## src/rtl/sprite_motion_ctrl_pkg.sv

```systemverilog
// Shared constants and FSM state type for the sprite motion controller.
// Screen geometry, joystick thresholds and step sizes live here.
package sberday_pkg;

    localparam int SCREEN_W   = 640;
    localparam int SCREEN_H   = 480;
    localparam int SPRITE_W   = 128;
    localparam int SPRITE_H   = 128;
    localparam int COL_MAX    = SCREEN_W - SPRITE_W;
    localparam int ROW_MAX    = SCREEN_H - SPRITE_H;
    localparam int INIT_C     = COL_MAX / 2;
    localparam int INIT_R     = ROW_MAX / 2;
    localparam int ADC_CENTER = 2048;
    localparam int DEAD_ZONE  = 256;
    localparam int FAST_TH    = 1536;
    localparam int STEP_SLOW  = 1;
    localparam int STEP_FAST  = 4;

    typedef enum logic [1:0] {
        IDLE   = 2'd0,
        SAMPLE = 2'd1,
        CALC   = 2'd2,
        APPLY  = 2'd3
    } motion_state_t;

endpackage

```

## src/rtl/sprite_motion_ctrl_if.sv

```systemverilog
// Frame sync, joystick/D-pad inputs and sprite position outputs.
// master drives controls and reads position; slave is the controller.
interface sprite_motion_ctrl_if;

    logic        v_sync;
    logic        freeze;
    logic [11:0] joystick_data_x;
    logic [11:0] joystick_data_y;
    logic        js_button_a;
    logic        js_button_b;
    logic        js_button_c;
    logic        js_button_d;
    logic [9:0]  stick_border_hl_c;
    logic [8:0]  stick_border_hl_r;
    logic        pos_update;
    logic        moving;

    modport master (
        output v_sync, freeze,
        output joystick_data_x, joystick_data_y,
        output js_button_a, js_button_b,
        output js_button_c, js_button_d,
        input  stick_border_hl_c, stick_border_hl_r,
        input  pos_update, moving
    );

    modport slave (
        input  v_sync, freeze,
        input  joystick_data_x, joystick_data_y,
        input  js_button_a, js_button_b,
        input  js_button_c, js_button_d,
        output stick_border_hl_c, stick_border_hl_r,
        output pos_update, moving
    );

endinterface

```

## src/rtl/sprite_motion_ctrl_axis_step.sv

```systemverilog
// One axis of sprite motion: joystick speed select, D-pad override,
// and a saturating position update clamped to [0, MAX].
module axis_step
    import sberday_pkg::*;
#(
    parameter int W      = 10,
    parameter int MAX    = 512,
    parameter bit INVERT = 1'b0
) (
    input  logic [11:0]        data,
    input  logic               btn_pos_n,
    input  logic               btn_neg_n,
    input  logic               freeze,
    input  logic [W-1:0]       pos,
    input  logic signed [11:0] delta_in,
    output logic signed [11:0] delta,
    output logic [W-1:0]       next_pos
);

    localparam logic signed [11:0] MAX_S = 12'(MAX);

    logic signed [12:0] offset;
    logic [12:0]        mag;
    logic [11:0]        speed;
    logic               negative;
    logic signed [11:0] js;
    logic signed [11:0] sum;

    always_comb begin
        offset = $signed({1'b0, data} - 13'(ADC_CENTER));
        mag    = offset[12] ? 13'(-offset) : 13'(offset);
        if (mag <= 13'(DEAD_ZONE))
            speed = '0;
        else if (mag < 13'(FAST_TH))
            speed = 12'(STEP_SLOW);
        else
            speed = 12'(STEP_FAST);
        negative = offset[12] ^ INVERT;
        js = negative ? -$signed(speed) : $signed(speed);

        // Opposing buttons cancel instead of favouring one side
        delta = js;
        if (freeze || (!btn_pos_n && !btn_neg_n))
            delta = '0;
        else if (!btn_pos_n)
            delta = $signed(12'(STEP_FAST));
        else if (!btn_neg_n)
            delta = -$signed(12'(STEP_FAST));

        sum = $signed({{(12-W){1'b0}}, pos}) + delta_in;
        if (sum < 0)
            next_pos = '0;
        else if (sum > MAX_S)
            next_pos = W'(MAX);
        else
            next_pos = sum[W-1:0];
    end

endmodule

```

## src/rtl/sprite_motion_ctrl.sv

```systemverilog
// Per-frame sprite position generator: v_sync edge detect, 4-state FSM,
// registered top-left coordinate updated only in vertical blank.
module sprite_motion_ctrl
    import sberday_pkg::*;
(
    input logic                 vga_clk,
    input logic                 arst_n,
    sprite_motion_ctrl_if.slave bus
);

    localparam logic [1:0] ST_IDLE   = IDLE;
    localparam logic [1:0] ST_SAMPLE = SAMPLE;
    localparam logic [1:0] ST_CALC   = CALC;
    localparam logic [1:0] ST_APPLY  = APPLY;

    logic [1:0]         state;
    logic               vs_r, vs_d, tick;
    logic [11:0]        x_q, y_q;
    logic               btn_a_q, btn_b_q, btn_c_q, btn_d_q;
    logic               frz_q;
    logic signed [11:0] dx, dy, dx_q, dy_q;
    logic [9:0]         c_q, nc;
    logic [8:0]         r_q, nr;
    logic               pos_update_q, moving_q;

    axis_step #(.W(10), .MAX(COL_MAX), .INVERT(1'b0)) u_col (
        .data     (x_q),
        .btn_pos_n(btn_b_q),
        .btn_neg_n(btn_d_q),
        .freeze   (frz_q),
        .pos      (c_q),
        .delta_in (dx_q),
        .delta    (dx),
        .next_pos (nc)
    );

    axis_step #(.W(9), .MAX(ROW_MAX), .INVERT(1'b1)) u_row (
        .data     (y_q),
        .btn_pos_n(btn_c_q),
        .btn_neg_n(btn_a_q),
        .freeze   (frz_q),
        .pos      (r_q),
        .delta_in (dy_q),
        .delta    (dy),
        .next_pos (nr)
    );

    always_ff @(posedge vga_clk or negedge arst_n) begin
        if (!arst_n) begin
            state        <= ST_IDLE;
            vs_r         <= 1'b1;
            vs_d         <= 1'b1;
            tick         <= 1'b0;
            x_q          <= 12'(ADC_CENTER);
            y_q          <= 12'(ADC_CENTER);
            btn_a_q      <= 1'b1;
            btn_b_q      <= 1'b1;
            btn_c_q      <= 1'b1;
            btn_d_q      <= 1'b1;
            frz_q        <= 1'b0;
            dx_q         <= '0;
            dy_q         <= '0;
            c_q          <= 10'(INIT_C);
            r_q          <= 9'(INIT_R);
            pos_update_q <= 1'b0;
            moving_q     <= 1'b0;
        end else begin
            vs_r         <= bus.v_sync;
            vs_d         <= vs_r;
            tick         <= vs_d & ~vs_r;
            pos_update_q <= 1'b0;
            unique case (state)
                ST_IDLE: begin
                    if (tick)
                        state <= ST_SAMPLE;
                end
                ST_SAMPLE: begin
                    x_q     <= bus.joystick_data_x;
                    y_q     <= bus.joystick_data_y;
                    btn_a_q <= bus.js_button_a;
                    btn_b_q <= bus.js_button_b;
                    btn_c_q <= bus.js_button_c;
                    btn_d_q <= bus.js_button_d;
                    frz_q   <= bus.freeze;
                    state   <= ST_CALC;
                end
                ST_CALC: begin
                    dx_q  <= dx;
                    dy_q  <= dy;
                    state <= ST_APPLY;
                end
                ST_APPLY: begin
                    c_q          <= nc;
                    r_q          <= nr;
                    moving_q     <= (nc != c_q) || (nr != r_q);
                    pos_update_q <= 1'b1;
                    state        <= ST_IDLE;
                end
                default: state <= ST_IDLE;
            endcase
        end
    end

    assign bus.stick_border_hl_c = c_q;
    assign bus.stick_border_hl_r = r_q;
    assign bus.pos_update        = pos_update_q;
    assign bus.moving            = moving_q;

endmodule

```

## src/flat_wrapper.sv

```systemverilog
// flat-port wrapper written by rule: the top's interface ports become plain ports
module sprite_motion_ctrl_flat import sberday_pkg::*;
  (vga_clk, arst_n, bus_v_sync, bus_freeze, bus_joystick_data_x, bus_joystick_data_y, bus_js_button_a, bus_js_button_b, bus_js_button_c, bus_js_button_d, bus_stick_border_hl_c, bus_stick_border_hl_r, bus_pos_update, bus_moving);
  sprite_motion_ctrl_if bus_i ();
  input logic vga_clk;
  input logic arst_n;
  input wire logic [$bits(bus_i.v_sync)-1:0] bus_v_sync;
  input wire logic [$bits(bus_i.freeze)-1:0] bus_freeze;
  input wire logic [$bits(bus_i.joystick_data_x)-1:0] bus_joystick_data_x;
  input wire logic [$bits(bus_i.joystick_data_y)-1:0] bus_joystick_data_y;
  input wire logic [$bits(bus_i.js_button_a)-1:0] bus_js_button_a;
  input wire logic [$bits(bus_i.js_button_b)-1:0] bus_js_button_b;
  input wire logic [$bits(bus_i.js_button_c)-1:0] bus_js_button_c;
  input wire logic [$bits(bus_i.js_button_d)-1:0] bus_js_button_d;
  output wire logic [$bits(bus_i.stick_border_hl_c)-1:0] bus_stick_border_hl_c;
  output wire logic [$bits(bus_i.stick_border_hl_r)-1:0] bus_stick_border_hl_r;
  output wire logic [$bits(bus_i.pos_update)-1:0] bus_pos_update;
  output wire logic [$bits(bus_i.moving)-1:0] bus_moving;
  assign bus_i.v_sync = bus_v_sync;
  assign bus_i.freeze = bus_freeze;
  assign bus_i.joystick_data_x = bus_joystick_data_x;
  assign bus_i.joystick_data_y = bus_joystick_data_y;
  assign bus_i.js_button_a = bus_js_button_a;
  assign bus_i.js_button_b = bus_js_button_b;
  assign bus_i.js_button_c = bus_js_button_c;
  assign bus_i.js_button_d = bus_js_button_d;
  assign bus_stick_border_hl_c = bus_i.stick_border_hl_c;
  assign bus_stick_border_hl_r = bus_i.stick_border_hl_r;
  assign bus_pos_update = bus_i.pos_update;
  assign bus_moving = bus_i.moving;
  sprite_motion_ctrl u_core (.vga_clk(vga_clk), .arst_n(arst_n), .bus(bus_i));
endmodule
```

## config.mk

```make
export PLATFORM = sky130hd
export DESIGN_NAME = sprite_motion_ctrl_flat
export DESIGN_NICKNAME = d
export VERILOG_FILES = /design/src/rtl/sprite_motion_ctrl_pkg.sv /design/src/rtl/sprite_motion_ctrl_if.sv /design/src/rtl/sprite_motion_ctrl_axis_step.sv /design/src/rtl/sprite_motion_ctrl.sv /design/src/flat_wrapper.sv
export SDC_FILE = /design/constraint.sdc
export NUM_CORES = 1
export LEC_CHECK = 0
export ABC_AREA = 1
export CAP_MARGIN = 20
export CORE_UTILIZATION = 43
export DETAILED_ROUTE_END_ITERATION = 10
export SYNTH_ARGS = -nofsm -noshare
export SYNTH_HDL_FRONTEND = slang
export SYNTH_SLANG_ARGS = --single-unit
```

## constraint.sdc

```tcl
create_clock -name vga_clk -period 4.8 [get_ports vga_clk]
set_clock_uncertainty 0.05 [all_clocks]
set_input_delay 1.2 -clock vga_clk [delete_from_list [all_inputs] [get_ports vga_clk]]
set_output_delay 1.2 -clock vga_clk [all_outputs]
set_load 0.01 [all_outputs]
```

Word-level counts from Yosys, hierarchy flattened
Index checks and enable logic that the tools add are counted.

operators by class
  reductions and logical operators = 10
  bitwise gates (word level) = 2
  $add $sub $neg = 8
  muxes and demuxes = 21
  equality and inequality tests = 6
  $lt $le $gt $ge = 8

operators with widths
  cell                                                                             count
  12-bit 2-to-1 mux                                                                9
  13-bit by 9-bit <= comparator with 1-bit output (second input constant)          2
  13-bit by 11-bit less-than comparator with 1-bit output (second input constant)  2
  13-bit 2-to-1 mux                                                                2
  13-bit negation                                                                  2
  12-bit by 12-bit subtractor with 13-bit output (second input constant)           2
  12-bit by 1-bit less-than comparator with 1-bit output (second input constant)   2
  12-bit negation                                                                  2
  10-bit 2-to-1 mux                                                                2
  9-bit 2-to-1 mux                                                                 2
  10-bit by 12-bit adder with 12-bit output                                        1
  11-bit by 12-bit adder with 12-bit output                                        1
  12-bit by 10-bit > comparator with 1-bit output (second input constant)          1
  12-bit by 11-bit > comparator with 1-bit output (second input constant)          1
  10-bit != test                                                                   1
  3-bit 2-to-1 mux                                                                 3
  9-bit != test                                                                    1
  2-bit case mux with 4 select lines                                               1
  2-bit == test (second input constant)                                            2
  1-bit zero test                                                                  4
  1-bit logical OR                                                                 3
  2-bit by 1-bit == test with 1-bit output (second input constant)                 1
  1-bit logical AND                                                                2
  2-bit zero test                                                                  1
  other kinds (5)                                                                  5

storage, ports and cells
  register bits = 79
  output and inout bits = 21
  bits of input ports = 32
  logic and storage cells = 72

Depth between registers and ports, before layout
  depth after elaboration = 11
  mapped depth = 22
  depth with buffers taken out = 22

Cells and area by module
Synthesis repeated with hierarchy kept, for this count alone.

second synthesis, totals
  cells, all modules = 748
  area total of the unflattened synthesis = 5,661.7 µm²

by module, submodules not included
  module                     cells an instance  instances  area an instance (µm²)  seq. area each (µm²)
  sprite_motion_ctrl         299                1          3,357.0                 1,991.9
  axis_step at u_core.u_col  222                1          1,153.6                 0.0
  axis_step at u_core.u_row  227                1          1,151.1                 0.0

Worst setup path after synthesis
Ideal clock, no wire load.

  path type = register to register
  start = register u_core.c_q[0] (netlist: u_core.bus.stick_border_hl_c[0])
  end = register u_core.moving_q (netlist: u_core.bus.moving)
  path buffers = 0
  data arrival time = 2,503 ps
  period minus slack after synthesis = 2,666 ps
  library setup time = 113 ps
  stages on the path, launching flop included = 18
  data required time = 4,637 ps
  slack = 2,134 ps
  cells stage by stage = dfrtp_1 > ha_1 > fa_1 > or2_2 > nor2_1 > nand3_1 > nor2_1 > nand3_2 > nand2_4 > nand2_8 > nor2_4 > nand2_1 > nand2_1 > nand3_1 > nor2_1 > nand3_1 > nand2_1 > inv_1

on the way
  word-level cells in the longest chain between the ends = 6
  elaborated cells on any way between the ends = 7
  classes of those cells = add/sub (1); order compare (2); eq/ne (1); mux (2); reduce/logical (1)

RTL lines
  item                                             RTL line                            source
  start, declared                                  sprite_motion_ctrl.sv:22            logic [9:0] c_q, nc;
  start signal, assigned                           sprite_motion_ctrl.sv:63            c_q <= 10'(INIT_C);
  start signal, assigned                           sprite_motion_ctrl.sv:93            c_q <= nc;
  11-bit by 12-bit adder with 12-bit output        sprite_motion_ctrl_axis_step.sv:50  sum = $signed({{(12-W){1'b0}}, pos}) + delta_in;
  12-bit by 11-bit > comparator with 1-bit output  sprite_motion_ctrl_axis_step.sv:53  else if (sum > MAX_S)
  10-bit 2-to-1 mux                                sprite_motion_ctrl_axis_step.sv:53
  10-bit 2-to-1 mux                                sprite_motion_ctrl_axis_step.sv:51  if (sum < 0)
  10-bit != test (*)                               sprite_motion_ctrl.sv:95            moving_q <= (nc != c_q) || (nr != r_q);
  1-bit logical OR (*)                             sprite_motion_ctrl.sv:95
  end signal, assigned                             sprite_motion_ctrl.sv:95
  end, declared                                    sprite_motion_ctrl.sv:24            logic pos_update_q, moving_q;

Mark *: on every way between the ends. The rest lies on a longest branch, timed or not.
A chain may end at the register's enable or synchronous reset.

Worst setup path in the final report
  start = register u_core.dy_q[10]
  end = register u_core.moving_q (netlist: u_core.bus.moving)

on the way
  word-level cells in the longest chain between the ends = 6
  elaborated cells on any way between the ends = 7
  classes of those cells = add/sub (1); order compare (2); eq/ne (1); mux (2); reduce/logical (1)

RTL lines
  item                                             RTL line                            source
  start, declared                                  sprite_motion_ctrl.sv:21            logic signed [11:0] dx, dy, dx_q, dy_q;
  start signal, assigned                           sprite_motion_ctrl.sv:89            dy_q <= dy;
  10-bit by 12-bit adder with 12-bit output (*)    sprite_motion_ctrl_axis_step.sv:50
  12-bit by 10-bit > comparator with 1-bit output  sprite_motion_ctrl_axis_step.sv:53
  9-bit 2-to-1 mux                                 sprite_motion_ctrl_axis_step.sv:53
  9-bit 2-to-1 mux (*)                             sprite_motion_ctrl_axis_step.sv:51
  9-bit != test (*)                                sprite_motion_ctrl.sv:95
  1-bit logical OR (*)                             sprite_motion_ctrl.sv:95

Marks and branches as above.

==> results.md <==
- Met3 GRT Util: 3.01%
- RSZ-0062 raised after global routing: false
- Fin util: 52.2%
- Post-synth top cells: nand2_1 (189), inv_1 (113), o21ai_0 (68)
- Worst EP arrival: 3.38 ns
- WS Path Type: flip-flop to flip-flop
- Grt met1 use: 27.2%
- Average wire per standard cell: 12.3 um
- Core area: 10900 um^2
- Final #Nets: 806
- Die height: 108 um
- GR Util All Layers: 20.2%
- Die Footprint: 11700 um^2
- CTS H-Tree Depth: 3
- Number of flops mapped to enable cells by yosys: 0
- Post-route cell area: 5680 um^2
- Post-synthesis async set-or-reset flop share: 100%
- Ys flop type: dfrtp_1
- Root Driver: clkbuf_8
- Yosys reg bits: 63
- IO Pins: 53
- Worst skew pair latency: 0.33 ns
- Pin count of the biggest net entering global routing: 54
- CTS Hold Bufs: 0
- Register area share after synthesis: 32.9%
- Critical path peak fanout: 11
- Setup Viol. Count Final: 0
- DRC Markers: 0
- Die width: 108 um
- Min Hold Slack: 0.328 ns
- CP required: 4.98 ns
- M2 GR Usage: 34.3%
- Initial antenna violation count: 0
- Worst slew pin tran: 0.940 ns
- Syn Inst Count: 691
- Synth Area per Inst: 6.99 um^2
- Setup TNS: 0 ns
- Aggregate global routing overflow: 0
- Status: completed
- Postcts setup bufs: 0
- Total chip power: 4160 uW
- Most common cell in the synthesized netlist: nand2_1
- RD Place Congestion: 0.854
- WL final: 10900 um
- GR peak layer: met2
- Initial DRC Count: 168
- First-pass GRT wire length: 18900 um
- # resized after CTS: 0
- Worst Setup Start Kind: flip-flop
- Hold Path Class: flip-flop to flip-flop
- Vias in the first global route: 4190
- Post-Syn Nets: 755
- Lkg Pwr: 0.00283 uW
- Hpwl dp: 8590 um
- Antenna-violating nets left: 0
- YS warnings: 0
- CTS max path bufs: 2
- Diode count: 0
- Final Cycle Share: 66.7%
- TritonCTS Sinks: 63
- Area grow syn2layout: 17.6%
- Post-synth cell types: 42
- CTS Buf Count: 9
- Synth top area share: 26.4%
- Final Hold Viols: 0
- CTS clock-pin slew for the worst setup and hold paths: 0.08 ns
- Layout cells sized above 1: 9.52%
- Power Dens Cells: 732 nW/um^2
- Crit. End Element: flip-flop
- Cell Area, Placed: 5470 um^2
- Minimum clock period: 3.20 ns
- Fmax: 313 MHz
- Port bufs: 52
- Count of pins over their slew limit: 0
- Max-cap violations: 0
- Cell Rows: 38
- Vias: 4407
- Slew headroom: 37.3%
- First-pass DRT Iterations: 4
- Starting Density: 44.4%
- Top cells by area, synth: dfrtp_1 (26%), nand2_1 (15%), inv_1 (8.8%)
- Area of the mapped netlist: 4830 um^2
- CTS tree: done
- Filler cell count: 1105
- Maximum VDD drop: 0.315 mV
- Vias per cell: 4.97
- Synth area leader: dfrtp_1
through the flow:
stage,instances,setup WS (ns)
floorplan,691,2.13
global placement,871,1.81
detailed placement,871,1.64
CTS,886,1.64
global route,886,1.34
finish,886,1.60
worst paths after layout:
| check | slack, ns | cells past startpoint | to | start |
|---|---|---|---|---|
| max in group asynchronous | 2.82 | 2 | u_core.x_q[11] | arst_n |
| setup / recovery | 1.60 | 16 | u_core.bus.moving | u_core.dy_q[10] |
| hold reg to reg | 0.33 | 0 | u_core.vs_d | u_core.vs_r |
| setup reg to reg | 1.60 | 16 | u_core.bus.moving | u_core.dy_q[10] |
| min in group asynchronous | 0.96 | 1 | u_core.bus.stick_border_hl_r[8] | arst_n |
| hold / removal | 0.33 | 0 | u_core.vs_d | u_core.vs_r |
metal layers:
layer  share of wire (%)  vias to the layer above
li1                    -                     2327
met1                  49                     1999
met2                  48                       76
met3                 2.9                        5
met4                0.59                        0
met5                   0                        -
cell type report:
type	instances	area [um^2]	area share (%)
repair buffers	54	531	9.33
well taps	140	175	3.08
multi-input cells	499	2750	48.3
clock inverters	6	86.3	1.52
inverters	115	432	7.59
clock buffers	9	124	2.18
flip-flops and latches	63	1590	28.0
cells in the final DEF, fill, tap and decap left out, types with 2 or more instances in the layout:
master	count
o22ai_1	2
nand3_1	49
or2_2	2
a21oi_1	17
nor2_1	47
fa_1	2
nor3_1	7
nor2_4	2
dfrtp_1	51
buf_4	2
nand4_1	23
xnor2_1	2
nand2_1	189
nand2_4	2
mux2_2	5
clkbuf_8	9
clkinv_2	2
o21ai_0	68
inv_1	113
inv_2	2
dfstp_2	12
nand3b_1	6
xor2_1	11
ha_1	30
nand3_2	7
clkdlybuf4s50_1	51
nor2_2	5
bufinv_16	2
nand2_2	8
state kept, by name, indices dropped and copies added, names as in the netlist:
name and count:
u_core.bus.moving 1, u_core.vs_r 1, u_core.btn_a_q 1, u_core.dx_q 4
u_core.y_q 12, u_core.state 2, u_core.btn_b_q 1, u_core.btn_d_q 1
u_core.bus.pos_update 1, u_core.frz_q 1, u_core.tick 1, u_core.dy_q 4
u_core.x_q 12, u_core.vs_d 1, u_core.btn_c_q 1, u_core.bus.stick_border_hl_r 9
u_core.bus.stick_border_hl_c 10
worst max-delay path, stage by stage (launching register included):
cell and delay [ns]:
dfrtp_1 0.52, ha_1 0.44, nand2_1 0.12, nor2_1 0.17
nand3_1 0.16, nand4_1 0.38, nand2_1 0.12, nor2_2 0.39
nand3_1 0.18, nand3b_1 0.11, nand2_1 0.07, nor2_1 0.08
nand2_1 0.07, nor2_1 0.09, nand3_1 0.07, nand2_1 0.06
inv_1 0.03
logic make-up (layout without fill, tap and decap cells):
logic type | after synthesis | in the layout | share of synthesized area (%)
flip-flops | 63 | 63 | 32.9
XOR/XNOR | 14 | 14 | 2.69
AO/OA/AOI/OAI | 98 | 98 | 11.1
buffers and inverters | 129 | 184 | 10.3
multiplexers | 5 | 5 | 1.17
adder cells (fa/ha/maj) | 32 | 32 | 8.60
AND/OR/NAND/NOR | 350 | 350 | 33.2
power breakdown:
part	internal (uW)	leakage (uW)	switching, uW	total, uW
clock	289	0.000105	215	503
sequential	789	0.000772	245	1030
combinational	992	0.00195	1630	2620
total	2070	0.00283	2090	4160
Power figures use the tool's default switching activity.
